**config.mk**
```make
export PLATFORM = sky130hd
export DESIGN_NAME = ad_uart_report
export DESIGN_NICKNAME = d
export VERILOG_FILES = /design/src/rtl/ad_uart_report.sv
export SDC_FILE = /design/constraint.sdc
export NUM_CORES = 1
export LEC_CHECK = 0
export CORE_ASPECT_RATIO = 0.9
export CORE_UTILIZATION = 58
export DETAILED_ROUTE_END_ITERATION = 6
export PLACE_DENSITY = 0.86
export SYNTH_ARGS = -nofsm -noshare
export SYNTH_HDL_FRONTEND = slang
export SYNTH_SLANG_ARGS = --single-unit
```
**constraint.sdc**
```tcl
create_clock -name clk50 -period 14.5 [get_ports clk50]
set_clock_uncertainty 0.2 [all_clocks]
set_input_delay 2.175 -clock clk50 [delete_from_list [all_inputs] [get_ports clk50]]
set_output_delay 2.175 -clock clk50 [all_outputs]
set_load 0.1 [all_outputs]
```
**src/rtl/ad_uart_report.sv**
```systemverilog
// Multi-channel ASCII voltage report: snapshots BCD readings, formats "ADn:sX.YYYV  " per channel
// plus LF/CR, and serialises each character on an 8N1 UART (CLK_DIV cycles per bit).
module ad_uart_report #(
    parameter int CH_NUM    = 8,
    parameter int DIGITS    = 5,
    parameter int CLK_DIV   = 434,
    parameter int FRAME_GAP = 65535,
    parameter int CONT_MODE = 1
) (
    input  logic                       clk50,
    input  logic                       reset,
    input  logic [CH_NUM*DIGITS*4-1:0] ch_dec,
    input  logic [CH_NUM*8-1:0]        ch_sig,
    input  logic                       trig,
    output logic                       tx,
    output logic                       busy,
    output logic                       frame_done,
    output logic                       bad_digit
);
    localparam int CPC = DIGITS + 9;
    localparam int PW  = $clog2(CPC);
    localparam int CW  = $clog2(CH_NUM + 1);
    localparam int BW  = $clog2(CLK_DIV);
    localparam int GW  = $clog2(FRAME_GAP + 1);
    localparam int DW  = CH_NUM * DIGITS * 4;

    typedef enum logic [2:0] {S_IDLE, S_LOAD, S_CHAR, S_SHIFT, S_DONE} state_t;

    state_t              state_q, state_d;
    logic [GW-1:0]       gap_q, gap_d;
    logic [PW-1:0]       pos_q, pos_d;
    logic [CW-1:0]       ch_q, ch_d;
    logic [BW-1:0]       baud_q, baud_d;
    logic [3:0]          bit_q, bit_d;
    logic [8:0]          sh_q, sh_d;
    logic                tx_q, tx_d;
    logic                bad_q, bad_d;
    logic [DW-1:0]       snap_dec_q, snap_dec_d;
    logic [CH_NUM*8-1:0] snap_sig_q, snap_sig_d;

    logic          trailer, last_chr, is_dig;
    logic [PW-1:0] dig_idx;
    logic [3:0]    nib;
    logic [7:0]    sig_chr, chr;

    // Character mux: channel index selects the snapshot slice, position selects the field.
    always_comb begin
        trailer  = (ch_q == CW'(CH_NUM));
        last_chr = trailer && (pos_q == PW'(1));
        is_dig   = (pos_q == PW'(5)) || ((pos_q >= PW'(7)) && (pos_q <= PW'(DIGITS + 5)));
        dig_idx  = (pos_q == PW'(5)) ? '0 : pos_q - PW'(6);
        nib      = 4'd0;
        sig_chr  = 8'd0;
        for (int c = 0; c < CH_NUM; c++) begin
            if (ch_q == CW'(c)) begin
                sig_chr = snap_sig_q[c*8 +: 8];
                for (int d = 0; d < DIGITS; d++) begin
                    if (dig_idx == PW'(d)) nib = snap_dec_q[c*DIGITS*4 + (DIGITS-1-d)*4 +: 4];
                end
            end
        end
        chr = 8'd32;
        if (trailer)                       chr = (pos_q == '0) ? 8'd10 : 8'd13;
        else if (pos_q == PW'(0))          chr = 8'd65;
        else if (pos_q == PW'(1))          chr = 8'd68;
        else if (pos_q == PW'(2))          chr = 8'd49 + 8'(ch_q);
        else if (pos_q == PW'(3))          chr = 8'd58;
        else if (pos_q == PW'(4))          chr = sig_chr;
        else if (is_dig)                   chr = (nib > 4'd9) ? 8'd63 : {4'd3, nib};
        else if (pos_q == PW'(6))          chr = 8'd46;
        else if (pos_q == PW'(DIGITS + 6)) chr = 8'd86;
    end

    always_comb begin
        state_d    = state_q;
        gap_d      = gap_q;
        pos_d      = pos_q;
        ch_d       = ch_q;
        baud_d     = baud_q;
        bit_d      = bit_q;
        sh_d       = sh_q;
        tx_d       = tx_q;
        bad_d      = bad_q;
        snap_dec_d = snap_dec_q;
        snap_sig_d = snap_sig_q;
        case (state_q)
            S_IDLE: begin
                if (CONT_MODE != 0) begin
                    if (gap_q == GW'(FRAME_GAP - 1)) begin
                        gap_d   = '0;
                        state_d = S_LOAD;
                    end else begin
                        gap_d = gap_q + GW'(1);
                    end
                end else if (trig) begin
                    state_d = S_LOAD;
                end
            end
            S_LOAD: begin
                snap_dec_d = ch_dec;
                snap_sig_d = ch_sig;
                state_d    = S_CHAR;
            end
            S_CHAR: begin
                sh_d    = {1'b1, chr};
                tx_d    = 1'b0;
                baud_d  = '0;
                bit_d   = 4'd0;
                state_d = S_SHIFT;
                if (is_dig && !trailer && (nib > 4'd9)) bad_d = 1'b1;
            end
            S_SHIFT: begin
                if (baud_q == BW'(CLK_DIV - 1)) begin
                    baud_d = '0;
                    if (bit_q == 4'd9) begin
                        tx_d = 1'b1;
                        if (last_chr) begin
                            state_d = S_DONE;
                        end else begin
                            state_d = S_CHAR;
                            if (pos_q == PW'(CPC - 1)) begin
                                pos_d = '0;
                                ch_d  = ch_q + CW'(1);
                            end else begin
                                pos_d = pos_q + PW'(1);
                            end
                        end
                    end else begin
                        // sh_q[8] is the stop bit; it reaches bit 0 after eight shifts.
                        bit_d = bit_q + 4'd1;
                        tx_d  = sh_q[0];
                        sh_d  = {1'b0, sh_q[8:1]};
                    end
                end else begin
                    baud_d = baud_q + BW'(1);
                end
            end
            S_DONE: begin
                pos_d   = '0;
                ch_d    = '0;
                gap_d   = '0;
                baud_d  = '0;
                bit_d   = 4'd0;
                state_d = S_IDLE;
            end
            default: state_d = S_IDLE;
        endcase
    end

    always_ff @(posedge clk50 or posedge reset) begin
        if (reset) begin
            state_q    <= S_IDLE;
            gap_q      <= '0;
            pos_q      <= '0;
            ch_q       <= '0;
            baud_q     <= '0;
            bit_q      <= 4'd0;
            sh_q       <= '1;
            tx_q       <= 1'b1;
            bad_q      <= 1'b0;
            snap_dec_q <= '0;
            snap_sig_q <= '0;
        end else begin
            state_q    <= state_d;
            gap_q      <= gap_d;
            pos_q      <= pos_d;
            ch_q       <= ch_d;
            baud_q     <= baud_d;
            bit_q      <= bit_d;
            sh_q       <= sh_d;
            tx_q       <= tx_d;
            bad_q      <= bad_d;
            snap_dec_q <= snap_dec_d;
            snap_sig_q <= snap_sig_d;
        end
    end

    assign tx         = tx_q;
    assign busy       = (state_q == S_LOAD) || (state_q == S_CHAR) || (state_q == S_SHIFT);
    assign frame_done = (state_q == S_DONE);
    assign bad_digit  = bad_q;
endmodule
```
# ---- Yosys cells after proc, flatten, opt, wreduce, memory -nomap -nowiden
# Index checks and enable logic that the tools add are counted.
dict set report totals {
  latch_bits 0
  memories 0
  mem_bits_rw 0
  mem_bits_ro 0
  in_bits 227
  elab_cells 174
  output_inout_bits 4
  register_bits 275
}
dict set report classes {
  n_reduce_logical 24
  n_eq_ne 33
  n_mul 0
  bitwise_logic 0
  div 0
  shift 0
  addsub 7
  magnitude_cmp 3
  mux 96
}
# op n
set ops {}
lappend ops {{2-to-1 mux 4 bit} 60}
lappend ops {{2-to-1 mux 8 bit} 14}
lappend ops {{case mux 9 bit (2 select lines)} 2}
lappend ops {{== test 4 x 3 -> 1 bit, second input constant} 8}
lappend ops {{case mux 16 bit (2 select lines)} 1}
lappend ops {{2-to-1 mux 9 bit} 3}
lappend ops {{== test 4 x 2 -> 1 bit, second input constant} 6}
lappend ops {{case mux 4 bit (2 select lines)} 3}
lappend ops {{2-to-1 mux 7 bit} 3}
lappend ops {{adder 16 x 1 -> 16 bit, second input constant} 1}
lappend ops {{== test 16 bit, second input constant} 1}
lappend ops {{== test 4 bit, second input constant} 4}
lappend ops {{2-to-1 mux 16 bit} 1}
lappend ops {{2-to-1 mux 3 bit} 5}
lappend ops {{adder 4 x 1 -> 4 bit, second input constant} 3}
lappend ops {{== test 4 x 1 -> 1 bit, second input constant} 3}
lappend ops {{zero test 4 bit} 3}
lappend ops {{!= test 2 bit, second input constant} 6}
lappend ops {{case mux 3 bit (4 select lines)} 1}
lappend ops {{adder 9 x 1 -> 9 bit, second input constant} 1}
lappend ops {{== test 9 bit, second input constant} 1}
lappend ops {{AND reduction 3 bit} 3}
lappend ops {{nonzero test 2 bit} 4}
lappend ops {{adder 6 x 4 -> 7 bit, first input constant} 1}
lappend ops {{17 further kinds} 25}

# ---- Longest topological paths before layout
dict set report depth {
  ltp_word 61
  ltp_mapped 17
  ltp_nobuf 14
}

# ---- Worst setup path before layout
# Ideal clock, no wire load.
dict set report synth_path {
  path_kind {register to output}
  start {register state_q[1]}
  end {output port busy}
  required_ns 12.125
  n_path_buf 1
  stages_incl_launch_ff 4
  arrival_ns 1.890
  slack_ns 10.235
  path_cell_list {dfrtp_1 -> clkbuf_1 -> nor2_1 -> nor2_1}
}
dict set report synth_via {
  elab_chain_cells 3
  elab_cells_between_ends 5
  cone_classes {eq/ne: 3; reduce/logical: 2}
}
# element line_no
set synth_lines {}
lappend synth_lines {{start, declared} 29} ;# state_t state_q, state_d;
lappend synth_lines {{start signal, assigned} 164} ;# state_q <= state_d;
lappend synth_lines {{== test 3 x 1 -> 1 bit or == test 3 x 2 -> 1 bit (tied branches)} 179} ;# assign busy = (state_q == S_LOAD) || (state_q == S_CHAR) || (state_q == S_SHIFT);
lappend synth_lines {{logical OR 1 bit} 179}
lappend synth_lines {{logical OR 1 bit (*)} 179}
lappend synth_lines {{end, declared} 16} ;# output logic busy,
# Every way passes the cells marked *; elsewhere a longest branch is shown, timed or not.

# ---- Worst setup path in the final report
dict set report layout_path {
  start {register state_q[1]}
  end {output port frame_done}
}
dict set report layout_via {
  elab_chain_cells 1
}
# element line_no
set layout_lines {}
lappend layout_lines {{== test 3 bit} 180} ;# assign frame_done = (state_q == S_DONE);
lappend layout_lines {{end, declared} 17} ;# output logic frame_done,
# No other way between the ends.

==> results.toml <==
[run_status]
status = "finished with violations"
violations = "DRC"

[power]
peakVddDrop_uv = 87.4
design_power_total_mw = 1.69
p_leak_nw = 8.01
p_comb_frac = 0.048
seqPwrFrac = 0.454
p_switching_mw = 0.353
p_sw_frac = 0.209
powerDensity_mw_per_mm2 = 95.7
internal-power_mw = 1.34
power.share.clock = 0.498

[synth]
synth_ff_type = "dfrtp_1"
syn_area_mm2 = 0.0141
seq_area_frac_synth = 0.488
syn-num-nets = 1554
ys_async_sr_fraction = 1.00
synth.distinct_cells = 82
synth_area_per_cell_um2 = 10.7
synth_cells = 1316
yosys_warnings = 0
synth_edf_count = 0
ys_seq_elements = 275

[global_route]
grt_max_degree = 123
grt_overflow = 0
grt_first_pass_wirelength_mm = 64.7
grt_pass1_vias = 11900
track_usage = 0.329
antenna_found_initial = 2

[final_layout]
register_area_mm2 = 0.00689
area_delta_synth_final_pct = 24.8
drive_above_1_share = 0.209
antennaDiodeCount = 0
fill_cells = 1596
final_util = 0.748
nets = 1741
multi_input_area_mm2 = 0.00681

[setup_path]
crit_type = "reg2out"
crit_required_ps = 12120
critPathMaxStageDelay_ps = 1200
cp-end-kind = "output port"
path_max_fanout = 8
worst_setup_path_start_kind = "flip-flop"
cp.arrival_ps = 3200
slowest_stage = "clkdlybuf4s50_1"
r2r_setup_slack_ps = 9110
path_cells = "nor2_1 -> nand2_1 -> inv_1 -> clkdlybuf4s50_1"

[sta]
hold_viol = 0
period_minus_slack_ps = 5580
setup_viol = 0
rsz0062_at_grt = "no"
setup_tns_ps = 0
fmax_mhz = 179
finalCritPeriodShare = 0.384
drv_slew = 0
tightest_slew_ps = 1150
slew_headroom = 0.234

[flow_run]
cap_violations = 0

[route]
first_iter_violations = 1449
viasPerCell = 6.54
vias = 11900
postRouteAntennaNets = 0
drt-total-wl_mm = 41.0
drt_first_pass_iters = 7
wl_per_cell_um = 22.4
drc = 12

[die]
floorplan.initialDensity = 0.599
fp.dieW_um = 167
die_h_um = 150
core_mm2 = 0.0236
io_pins = 231
dieArea_mm2 = 0.0250
fp-row-count = 53

[placement]
port-buffer-count = 229
place.gp.congestion = 0.957
dp_hpwl_mm = 28.6

[clock_tree]
cts_tree = "built"
insertion_delay_ps = 580
htree_levels = 1
cts_made_buffers = 29
ctsRootBufferMaster = "clkbuf_16"
cts_max_path_buffers = 3
postCtsHoldBufs = 0
cts.repair.resized = 0
path_clk_slew_ps = 70
cts_sinks = 275
post_cts_buffers = 0

[worst_hold_path]
min_path_type = "reg2reg"
==> cell type report <==
type	count	share of cell area
flip-flops and latches	275	0.391
well taps	302	0.0214
multi-input cells	936	0.386
inverters	16	0.00383
clock buffers	37	0.0451
repair buffers	245	0.137
clock inverters	17	0.0164
==> cells in the mapped netlist, drive strengths merged, types with 6 or more instances <==
| master | number | area [um^2] |
|---|---|---|
| nor3b | 7 | 52.6 |
| o41ai | 6 | 67.6 |
| a21oi | 57 | 285 |
| nand4 | 13 | 81.3 |
| nand2 | 101 | 379 |
| xor2 | 8 | 77.6 |
| nor2 | 101 | 384 |
| a221o | 6 | 60.1 |
| mux2 | 220 | 2480 |
| nand3 | 26 | 130 |
| a221oi | 22 | 193 |
| o211ai | 12 | 100 |
| o221ai | 7 | 61.3 |
| nor3 | 27 | 140 |
| dfrtp | 265 | 6630 |
| dfstp | 10 | 263 |
| a2bb2oi | 6 | 52.6 |
| o22ai | 13 | 81.3 |
| clkbuf | 65 | 244 |
| buf | 24 | 138 |
| ha | 11 | 138 |
| a2111oi | 8 | 70.1 |
| and3 | 7 | 43.8 |
| a31oi | 15 | 100 |
| o21ai | 92 | 460 |
| nor2b | 11 | 68.8 |
| a22oi | 15 | 113 |
| a211oi | 22 | 165 |
| inv | 16 | 60.1 |
| nand2b | 10 | 62.6 |
| o31ai | 15 | 118 |
| and2 | 13 | 81.3 |
==> worst max-delay path: cells and delay by family (launching register included) <==
kind,cells,cell delay [ps]
buf+inv,2,1400
simple gates,2,760
flops,1,460
==> flip-flops by register name, indices dropped and copies added, names as in the netlist, 3 cells and up <==
name and flops:
pos_q 4, gap_q 16, bit_q 4, baud_q 9
snap_sig_q 64, snap_dec_q 160, sh_q 9, ch_q 4
state_q 3
==> cell families (layout without fill, tap and decap cells) <==
| logic type | Yosys count | in the layout | synth area share |
|---|---|---|---|
| buffers and inverters | 105 | 315 | 0.0312 |
| multiplexers | 221 | 221 | 0.176 |
| adder cells (fa/ha/maj) | 11 | 11 | 0.00973 |
| AND/OR/NAND/NOR | 345 | 345 | 0.118 |
| XOR/XNOR | 11 | 11 | 0.00867 |
| flip-flops | 275 | 275 | 0.488 |
| AO/OA/AOI/OAI | 348 | 348 | 0.169 |
==> through the flow <==
stage,hold slack (ps),instance area [um^2],instances,worst slack [ps]
2_1_floorplan,239,14100,1316,4560
3_5_place_dp,257,16600,1774,9380
5_1_grt,288,17600,1828,8790
3_3_place_gp,250,16600,1774,9440
6_report,262,17600,1828,8920
4_1_cts,266,17600,1828,8920
==> power by group through the flow <==
stage	clock network [mW]	logic, mW	registers [mW]
detailed placement	0	0.0811	0.781
global route	0.882	0.0864	0.767
floorplan	0	0.0116	0.782
finish	0.841	0.0810	0.767
CTS	0.848	0.0817	0.767
global placement	0	0.0808	0.781
==> layer usage <==
| metal | vias to the layer above | GRT usage | share of wire |
|---|---|---|---|
| met5 | - | 0 | 0.00032 |
| met4 | 2 | 0.126 | 0.037 |
| met3 | 144 | 0.0712 | 0.10 |
| met2 | 692 | 0.518 | 0.45 |
| met1 | 5837 | 0.450 | 0.41 |
| li1 | 5273 | - | - |
==> placed cells by master (no fill, tap or decap), types with 6 or more instances in the layout <==
cell,Yosys,layout
a31oi_1,14,14
clkinv_2,0,7
clkdlybuf4s50_1,0,229
nand4_1,13,13
dfrtp_1,265,265
a2bb2oi_1,6,6
nor3b_1,7,6
xor2_1,7,7
nor2b_1,11,11
nor2_1,99,99
bufinv_16,0,7
nand2b_1,10,10
mux2_2,219,219
inv_1,16,15
o31ai_1,14,14
buf_4,5,16
dfstp_2,10,10
nand2_1,101,101
a221oi_1,22,22
ha_1,11,11
a2111oi_0,8,8
o211ai_1,10,10
nor3_1,26,26
o21ai_0,89,89
a211oi_1,22,22
o221ai_1,7,7
o22ai_1,13,13
a22oi_1,15,15
and3_1,7,7
clkbuf_16,0,29
a221o_1,6,6
nand3_1,26,26
and2_1,11,11
a21oi_1,57,57
==> path summary, 6_finish.rpt <==
| path | startpoint | endpoint | cells after the start |
|---|---|---|---|
| worst max-delay path | state_q[1]$_DFFE_PP0P_ | frame_done | 4 |
| worst min-delay path | sh_q[8]$_DFFE_PP1P_ | sh_q[8]$_DFFE_PP1P_ | 2 |
| worst max register to register | pos_q[2]$_DFFE_PP0P_ | sh_q[3]$_DFFE_PP1P_ | 13 |
| worst min register to register | sh_q[8]$_DFFE_PP1P_ | sh_q[8]$_DFFE_PP1P_ | 2 |
| max in group asynchronous | reset | ch_q[3]$_DFFE_PP0P_ | 3 |
| min in group asynchronous | reset | snap_dec_q[55]$_DFFE_PP0P_ | 2 |
(Power assumes the default switching activity.)
